[config.mk]
export PLATFORM = sky130hd
export DESIGN_NAME = dmx_frame_sequencer
export DESIGN_NICKNAME = d
export VERILOG_FILES = /design/src/rtl/dmx_frame_sequencer.sv
export SDC_FILE = /design/constraint.sdc
export NUM_CORES = 1
export LEC_CHECK = 0
export ABC_AREA = 0
export CORE_MARGIN = 2
export CORE_UTILIZATION = 45
export CTS_BUF_LIST = sky130_fd_sc_hd__clkbuf_8 sky130_fd_sc_hd__clkbuf_16
export DETAILED_ROUTE_END_ITERATION = 7
export PLACE_DENSITY_LB_ADDON = 0.08
export SLEW_MARGIN = 20
export SYNTH_ARGS = -nofsm -noshare
export SYNTH_HDL_FRONTEND = slang
export SYNTH_SLANG_ARGS = --single-unit
[constraint.sdc]
create_clock -name clk -period 2.1 [get_ports clk]
set_input_delay 0.525 -clock clk [delete_from_list [all_inputs] [get_ports clk]]
set_output_delay 0.525 -clock clk [all_outputs]
set_load 0.01 [all_outputs]
[src/rtl/dmx_frame_sequencer.sv]
// Purpose     : sequences one DMX512 frame per start (break, MAB, start code, N buffer slots) into the byte serializer.
// Latency     : start -> busy 1 cycle; FETCH -> tx_valid 2 cycles; final slot handshake -> frame_done 1 cycle.
// Backpressure: tx_valid/tx_data held until tx_ready; the next buffer read is issued only after the current byte is accepted.
module dmx_frame_sequencer #(
    parameter int BREAK_CYC = 5000,
    parameter int MAB_CYC   = 600,
    parameter int MAX_SLOTS = 512
) (
    input  logic        clk,
    input  logic        reset,
    input  logic        start,
    input  logic        abort,
    input  logic        continuous,
    input  logic [31:0] slot_size,
    input  logic [7:0]  start_code,
    output logic        buf_rd_en,
    output logic [8:0]  buf_rd_addr,
    input  logic [7:0]  buf_rd_data,
    output logic        tx_valid,
    output logic [7:0]  tx_data,
    input  logic        tx_ready,
    input  logic        tx_idle,
    output logic        break_o,
    output logic        busy,
    output logic        frame_done,
    output logic [9:0]  slot_index
);

    // One down-counter serves both timed line states, so size it for the longer one.
    localparam int CNT_MAX = (BREAK_CYC > MAB_CYC) ? BREAK_CYC : MAB_CYC;
    localparam int CW      = (CNT_MAX > 1) ? $clog2(CNT_MAX) : 1;

    // RD_WAIT is the cycle in which the buffer returns data for the read issued in FETCH.
    typedef enum logic [3:0] {
        IDLE,
        WAIT_IDLE,
        BREAK,
        MAB,
        START_CODE,
        FETCH,
        RD_WAIT,
        SEND,
        DONE
    } state_t;

    state_t        state;
    logic [CW-1:0] cnt;
    logic [9:0]    n_slots;
    logic [9:0]    n_req;
    logic [9:0]    slot_next;
    logic          aborted;
    logic          restart;

    // Clamp the raw DMX_SIZE value: zero means one slot, anything above the buffer size saturates.
    always_comb begin
        n_req = 10'(MAX_SLOTS);
        if (slot_size == 32'd0) begin
            n_req = 10'd1;
        end else if (slot_size < 32'(MAX_SLOTS)) begin
            n_req = slot_size[9:0];
        end
    end

    // Slot count after the pending handshake, and whether DONE should launch another frame.
    // An abort (stored or still asserted) always wins over continuous mode.
    always_comb begin
        slot_next = slot_index + 10'd1;
        restart   = (start && !abort) || (continuous && !aborted && !abort);
    end

    // Frame sequencer: every output is a register updated alongside the state transition.
    always_ff @(posedge clk or negedge reset) begin
        if (!reset) begin
            state       <= IDLE;
            cnt         <= '0;
            n_slots     <= '0;
            aborted     <= 1'b0;
            buf_rd_en   <= 1'b0;
            buf_rd_addr <= '0;
            tx_valid    <= 1'b0;
            tx_data     <= '0;
            break_o     <= 1'b0;
            busy        <= 1'b0;
            frame_done  <= 1'b0;
            slot_index  <= '0;
        end else begin
            frame_done <= 1'b0;
            buf_rd_en  <= 1'b0;
            case (state)
                IDLE: begin
                    // A start coinciding with abort is dropped.
                    if (start && !abort) begin
                        state       <= WAIT_IDLE;
                        busy        <= 1'b1;
                        n_slots     <= n_req;
                        slot_index  <= '0;
                        buf_rd_addr <= '0;
                        aborted     <= 1'b0;
                    end
                end
                WAIT_IDLE: begin
                    // Let the previous frame's stop bits drain before pulling the line low.
                    if (abort) begin
                        state      <= DONE;
                        frame_done <= 1'b1;
                        busy       <= 1'b0;
                        aborted    <= 1'b1;
                    end else if (tx_idle) begin
                        state   <= BREAK;
                        break_o <= 1'b1;
                        cnt     <= CW'(BREAK_CYC - 1);
                    end
                end
                BREAK: begin
                    if (abort) begin
                        state      <= DONE;
                        break_o    <= 1'b0;
                        frame_done <= 1'b1;
                        busy       <= 1'b0;
                        aborted    <= 1'b1;
                    end else if (cnt == '0) begin
                        state   <= MAB;
                        break_o <= 1'b0;
                        cnt     <= CW'(MAB_CYC - 1);
                    end else begin
                        cnt <= cnt - 1'b1;
                    end
                end
                MAB: begin
                    if (abort) begin
                        state      <= DONE;
                        frame_done <= 1'b1;
                        busy       <= 1'b0;
                        aborted    <= 1'b1;
                    end else if (cnt == '0) begin
                        state    <= START_CODE;
                        tx_valid <= 1'b1;
                        tx_data  <= start_code;
                    end else begin
                        cnt <= cnt - 1'b1;
                    end
                end
                START_CODE: begin
                    // An offered byte is never withdrawn; abort is honoured only at the handshake.
                    if (tx_ready) begin
                        tx_valid <= 1'b0;
                        if (abort) begin
                            state      <= DONE;
                            frame_done <= 1'b1;
                            busy       <= 1'b0;
                            aborted    <= 1'b1;
                        end else begin
                            state     <= FETCH;
                            buf_rd_en <= 1'b1;
                        end
                    end
                end
                FETCH: begin
                    // The read strobe is already out this cycle; abort discards the slot unsent.
                    if (abort) begin
                        state      <= DONE;
                        frame_done <= 1'b1;
                        busy       <= 1'b0;
                        aborted    <= 1'b1;
                    end else begin
                        state <= RD_WAIT;
                    end
                end
                RD_WAIT: begin
                    if (abort) begin
                        state      <= DONE;
                        frame_done <= 1'b1;
                        busy       <= 1'b0;
                        aborted    <= 1'b1;
                    end else begin
                        state    <= SEND;
                        tx_valid <= 1'b1;
                        tx_data  <= buf_rd_data;
                    end
                end
                SEND: begin
                    // The address only advances when another slot follows, so it stops at n-1.
                    if (tx_ready) begin
                        tx_valid   <= 1'b0;
                        slot_index <= slot_next;
                        if (slot_next == n_slots || abort) begin
                            state      <= DONE;
                            frame_done <= 1'b1;
                            busy       <= 1'b0;
                            aborted    <= abort;
                        end else begin
                            state       <= FETCH;
                            buf_rd_en   <= 1'b1;
                            buf_rd_addr <= buf_rd_addr + 9'd1;
                        end
                    end
                end
                DONE: begin
                    // A fresh snapshot of slot_size is taken for every new frame.
                    if (restart) begin
                        state       <= WAIT_IDLE;
                        busy        <= 1'b1;
                        n_slots     <= n_req;
                        slot_index  <= '0;
                        buf_rd_addr <= '0;
                        aborted     <= 1'b0;
                    end else begin
                        state <= IDLE;
                    end
                end
                default: begin
                    state <= IDLE;
                end
            endcase
        end
    end

endmodule

# Yosys cells after proc, flatten, opt, wreduce, memory -nomap -nowiden
# Cells that the tools add are included.
# word_totals
reg_bits,60
in_bits,55
output_inout_bits,32
elab_cells,144
# op_classes
addsub,3
magnitude_cmp,1
eq_ne,26
muxes,74
n_reduce_logical,28
# ops
op,n
$mux W13,6
$mux W10,7
$mux W4,13
$pmux W13 S3,1
$mux W9,4
$pmux W4 S9,1
$logic_not A32 Y1,1
$lt A32 B10 Y1 const B,1
$pmux W10 S3,1
$mux W1,29
$pmux W9 S3,1
$ne A2 B2 Y1 const B,13
$mux W8,3
$pmux W10 S2,1
$reduce_and A6 Y1,3
$eq A4 B3 Y1 const B,4
$pmux W8 S2,1
$logic_not A13 Y1,1
$sub A13 B1 Y13 const B,1
$reduce_and A4 Y1,3
$add A10 B1 Y10 const B,1
$eq A10 B10 Y1,1
$pmux W1 S5,2
$reduce_and A5 Y1,2
other kinds (18),31

# Depth between registers and ports, before layout
# Gate-level depths: netlist of the first run.
# logic_depth
word_depth,6
ltp_mapped,10
ltp_nobuf,9

# Least setup slack after synthesis of the first run
# No wires, ideal clock.
# synth_path
path_kind,register to register
start,register slot_index[0]
end,register buf_rd_addr[0]
setup_ns,0.125
arrival_ns,2.181
t_required_ns,1.975
path_slack_ns,-0.205
stages_incl_launch_ff,11
n_path_buf,2
period_less_slack_ns,2.305
cell_sequence,dfrtp_1 ha_1 clkbuf_1 nand2_1 nor2_1 xnor2_1 nand3_1 or2_1 buf_6 nor3b_4 mux2_2
# synth_via
elab_chain_cells,5
# synth_rtl
element,line,text
start: declaration,26,output logic [9:0] slot_index
start signal: assignment,185,slot_index <= slot_next;
$add A10 B1 Y10,67,slot_next = slot_index + 10'd1;
$eq A10 B10 Y1,186,if (slot_next == n_slots || abort) begin
$logic_or A1 B1 Y1,186,
$ne A2 B2 Y1 (no line),n/a,
$reduce_and A5 Y1 (no line),n/a,
end signal: assignment,194,buf_rd_addr <= buf_rd_addr + 9'd1;
end: declaration,17,"output logic [8:0] buf_rd_addr,"
# No other way between the ends.
# A chain may end at the register's enable or synchronous reset.

# Worst setup path in the final report of the first run
# layout_path
start,register slot_index[6]
end,register buf_rd_addr[8]
# Same word-level chain as after synthesis.

==> reports/metrics.csv, run 1 <==
metric,value,unit
"wirelength, routed",9650,µm
Clock power frac,0.252,
HPWL after detailed placement,7200,µm
Syn Inst Count,377,
syn nets,435,
Reg2Reg Setup Slack,-20,ps
worst r2r dst,buf_rd_addr[8]$_DFFE_PN0P_,
via/cell ratio,5.504,
Via Count,3539,
Post-synth ARST share,1.000,
switching share of power,0.3411,
Clock Skews,8.567,ps
Final Cycle Share,1.010,
nets,597,
CTS tree,built,
Yosys reg bits,60,
Worst-path clk slew,80,ps
max-slew violations,0,
clock tree root buffer cell,clkbuf_8,
Peak Freq,0.4715,GHz
Final ANT Viol Nets,0,
Layout area overhead,57.74,%
TNS Setup,-55.51,ps
die width,91.25,µm
worst slew pin tran,491.1,ps
total track usage,0.2423,
Syn Area/Cell,9.087,µm²
worst path cell trace,nand4_1 > buf_4 > o211ai_1 > o211ai_1 > o221ai_2 > buf_4 > o211ai_1 > or3_1 > a21oi_2,
Leakage,2.287,nW
latest clock arrival within the worst-skew pair,340,ps
Critical path buffers and inverters,2,
Routed WL per cell,15.01,µm
sequential share of the synthesized area,0.4383,
Slew HR,0.6726,
worst vdd ir,0.0004467,V
failing checks,setup timing,
met3 WL post-DR,530,µm
highest metal used,met4,
main flop type after synthesis,dfrtp_1,
yosys warns,0,
Tmin final,2121,ps
Most common cell on crit path,o211ai_1,
Post-Place Setup Slack,-434.8,ps
clock buffer depth,2,
arrival time worst endpoint,2390,ps
M1 wire length,3941,µm
Top-Level Pins,87,
Switch Pwr,1.374,mW
number of synthesized flops with an enable pin,0,
RR Startpoint,slot_index[6]$_DFFE_PN0P_,
Required @ worst endpoint,2370,ps
1st-iter DRT viols,163,
Fill cells,531,
mapped cell area,3426,µm²
Startpoint Class,flip-flop,
clk sinks,60,
final setup fails,3,
first-pass detailed-route iteration total,5,
largest area contributor in the netlist,dfrtp_1,
crit-path max FO,4,
Final Hold Vio Count,0,
most frequent cell after synthesis,dfrtp_1,
Slowest Stage Delay on Critical Path,420,ps
largest net degree at the start of global routing,24,
"delay-heaviest family, CP",compound AO/OA/AOI/OAI gates,
share of Yosys cell area claimed by the top area cell type,0.4383,
Worst Hold Class,primary input to asynchronous set/reset pin,
vias in the first global route,3513,
max capacitance violation total,0,
Logic pwr share,0.385,
unrepaired setup endpoints after global routing,true,
first-pass GRT wire length,16170,µm
H-tree Lvls,3,
row cnt,31,
pwr dens,745.5,nW/µm²
Overflow after GRT,0,
placer congestion estimate,0.9203,
initial antenna violation count,0,
slowest cell on the critical path,dfrtp_1,
Port Buffer Count,86,
TritonCTS Buffers,9,
die area,8327,µm²
"top cells by count, synth","60 x dfrtp_1, 46 x o21ai_0, 36 x nand2_1",
antenna diode count,0,
main area contributors after synthesis,"dfrtp_1 44%, o21ai_0 6.7%, nand2_1 3.9%",
post-detailed-route DRC marker count,0,
share of power burned in registers,0.362,
die extent in y,91.25,µm
count of different cell masters after synthesis,63,
status,"finished, violations left",
routed wire length on met2,4969,µm
Initial Utilization,0.4673,
CTS Hold Bufs,0,
share of layout cells above drive strength 1,0.2739,
Crit Path Class,flip-flop to flip-flop,
critical path capture point type,flip-flop,
cells on worst reg2reg path,9,
min setup slack post-route,-20.77,ps
Int Power,2.654,mW
Core ar.,7331,µm²
==> cell families after synthesis <==
kind of cell / count (synthesis) / synth area share
xor+xnor: 23 / 0.06099
fa+ha+maj: 3 / 0.01096
compound gates: 109 / 0.2034
mux: 9 / 0.02666
buf+inv: 27 / 0.03433
flops: 60 / 0.4383
simple gates: 146 / 0.2254
==> worst reg2reg max path, cell delays in order, from the launching register on <==
cell and delay [ps]:
dfrtp_1 420, nand4_1 150, buf_4 180, o211ai_1 170, o211ai_1 140, o221ai_2 250, buf_4 180, o211ai_1 90
or3_1 340, a21oi_2 140
==> per-stage QoR <==
stage	hold slack (ps)	util	instances	area [µm²]	total power, mW
2_1_floorplan	229.4	-	377	3457	2.139
3_3_place_gp	462.0	0.6754	619	4951	2.898
3_5_place_dp	473.4	0.6754	619	4951	2.915
4_1_cts	139.0	0.7141	639	5235	3.968
5_1_grt	151.9	0.7372	643	5404	4.290
6_report	139.4	0.7372	643	5404	4.028
==> what timing repair did <==
item / CTS / global route
cloned: 0 / 1
buffers inserted: 4 / 3
setup endpoints to repair: 14 / 41
pin swaps: 9 / 16
resized for setup: 13 / 44
==> registers in the layout (all words and copies together) (netlist names) <==
register and cells:
buf_rd_en 1, slot_index 10, frame_done 1, state 4, n_slots 10, busy 1, break_o 1, tx_valid 1
cnt 13, aborted 1, buf_rd_addr 9, tx_data 8
==> how the worst max path moves through the flow <==
stage | endpoint | slack [ps] | cells after the start | startpoint
CTS | buf_rd_addr[0]$_DFFE_PN0P_ | -10 | 7 | slot_index[6]$_DFFE_PN0P_
floorplan | buf_rd_addr[0]$_DFFE_PN0P_ | -70 | 9 | slot_index[1]$_DFFE_PN0P_
global placement | buf_rd_addr[7]$_DFFE_PN0P_ | -360 | 8 | continuous
detailed placement | cnt[11]$_DFFE_PN0P_ | -430 | 8 | tx_idle
finish | buf_rd_addr[8]$_DFFE_PN0P_ | -20 | 9 | slot_index[6]$_DFFE_PN0P_
global route | buf_rd_addr[8]$_DFFE_PN0P_ | -160 | 9 | slot_index[6]$_DFFE_PN0P_
==> cell type report <==
| class | count | area [µm²] | area share |
|---|---|---|---|
| Multi-Input combinational cell | 290 | 1999 | 0.3700 |
| Timing Repair Buffer | 172 | 1555 | 0.2878 |
| Sequential cell | 60 | 1511 | 0.2797 |
| Clock buffer | 9 | 123.9 | 0.02292 |
| Tap cell | 99 | 123.9 | 0.02292 |
| Clock inverter | 7 | 67.56 | 0.01250 |
| Inverter | 6 | 22.52 | 0.004168 |
==> power groups by stage <==
stage	combinational, mW	sequential (mW)	clock [mW]
3_3_place_gp	1.44	1.46	0
6_report	1.55	1.46	1.02
3_5_place_dp	1.45	1.46	0
5_1_grt	1.70	1.48	1.11
2_1_floorplan	0.697	1.44	0
4_1_cts	1.48	1.44	1.05
==> cell usage in the layout, fill, tap and decap left out, types with 9 or more instances in the layout <==
master / netlist / layout
clkbuf_8: 0 / 9
nand3_1: 16 / 14
o21ai_0: 46 / 35
xor2_1: 11 / 11
clkdlybuf4s50_1: 0 / 83
o21ai_1: 2 / 11
buf_4: 1 / 80
dfrtp_1: 60 / 52
nor4_1: 12 / 9
xnor2_1: 11 / 10
a21oi_1: 16 / 12
nand2_1: 36 / 36
a22o_1: 10 / 10
nor2_1: 34 / 31
==> routing by layer <==
| layer | vias to the layer above | global-route usage |
|---|---|---|
| met5 | - | 0 |
| li1 | 1718 | - |
| met1 | 1699 | 0.2885 |
| met4 | 0 | 0.09343 |
| met3 | 17 | 0.06556 |
| met2 | 105 | 0.4167 |
Power figures use the tool's default switching activity.
==> inputs of run 2 (changes only) <==
--- a/config.mk
+++ b/config.mk
@@ -11,7 +11,6 @@
 export CTS_BUF_LIST = sky130_fd_sc_hd__clkbuf_8 sky130_fd_sc_hd__clkbuf_16
 export DETAILED_ROUTE_END_ITERATION = 7
 export PLACE_DENSITY_LB_ADDON = 0.08
-export SLEW_MARGIN = 20
 export SYNTH_ARGS = -nofsm -noshare
 export SYNTH_HDL_FRONTEND = slang
 export SYNTH_SLANG_ARGS = --single-unit
==> results of run 2 <==
Same layout as run 1: the final DEF is identical, and so are final timing and power.
==> inputs of run 3 (changes only) <==
--- a/config.mk
+++ b/config.mk
@@ -9,6 +9,7 @@
 export CORE_MARGIN = 2
 export CORE_UTILIZATION = 45
 export CTS_BUF_LIST = sky130_fd_sc_hd__clkbuf_8 sky130_fd_sc_hd__clkbuf_16
+export CTS_CLUSTER_DIAMETER = 50
 export DETAILED_ROUTE_END_ITERATION = 7
 export PLACE_DENSITY_LB_ADDON = 0.08
 export SYNTH_ARGS = -nofsm -noshare
==> results of run 3 <==
Same layout as run 1: the final DEF is identical, and so are final timing and power.
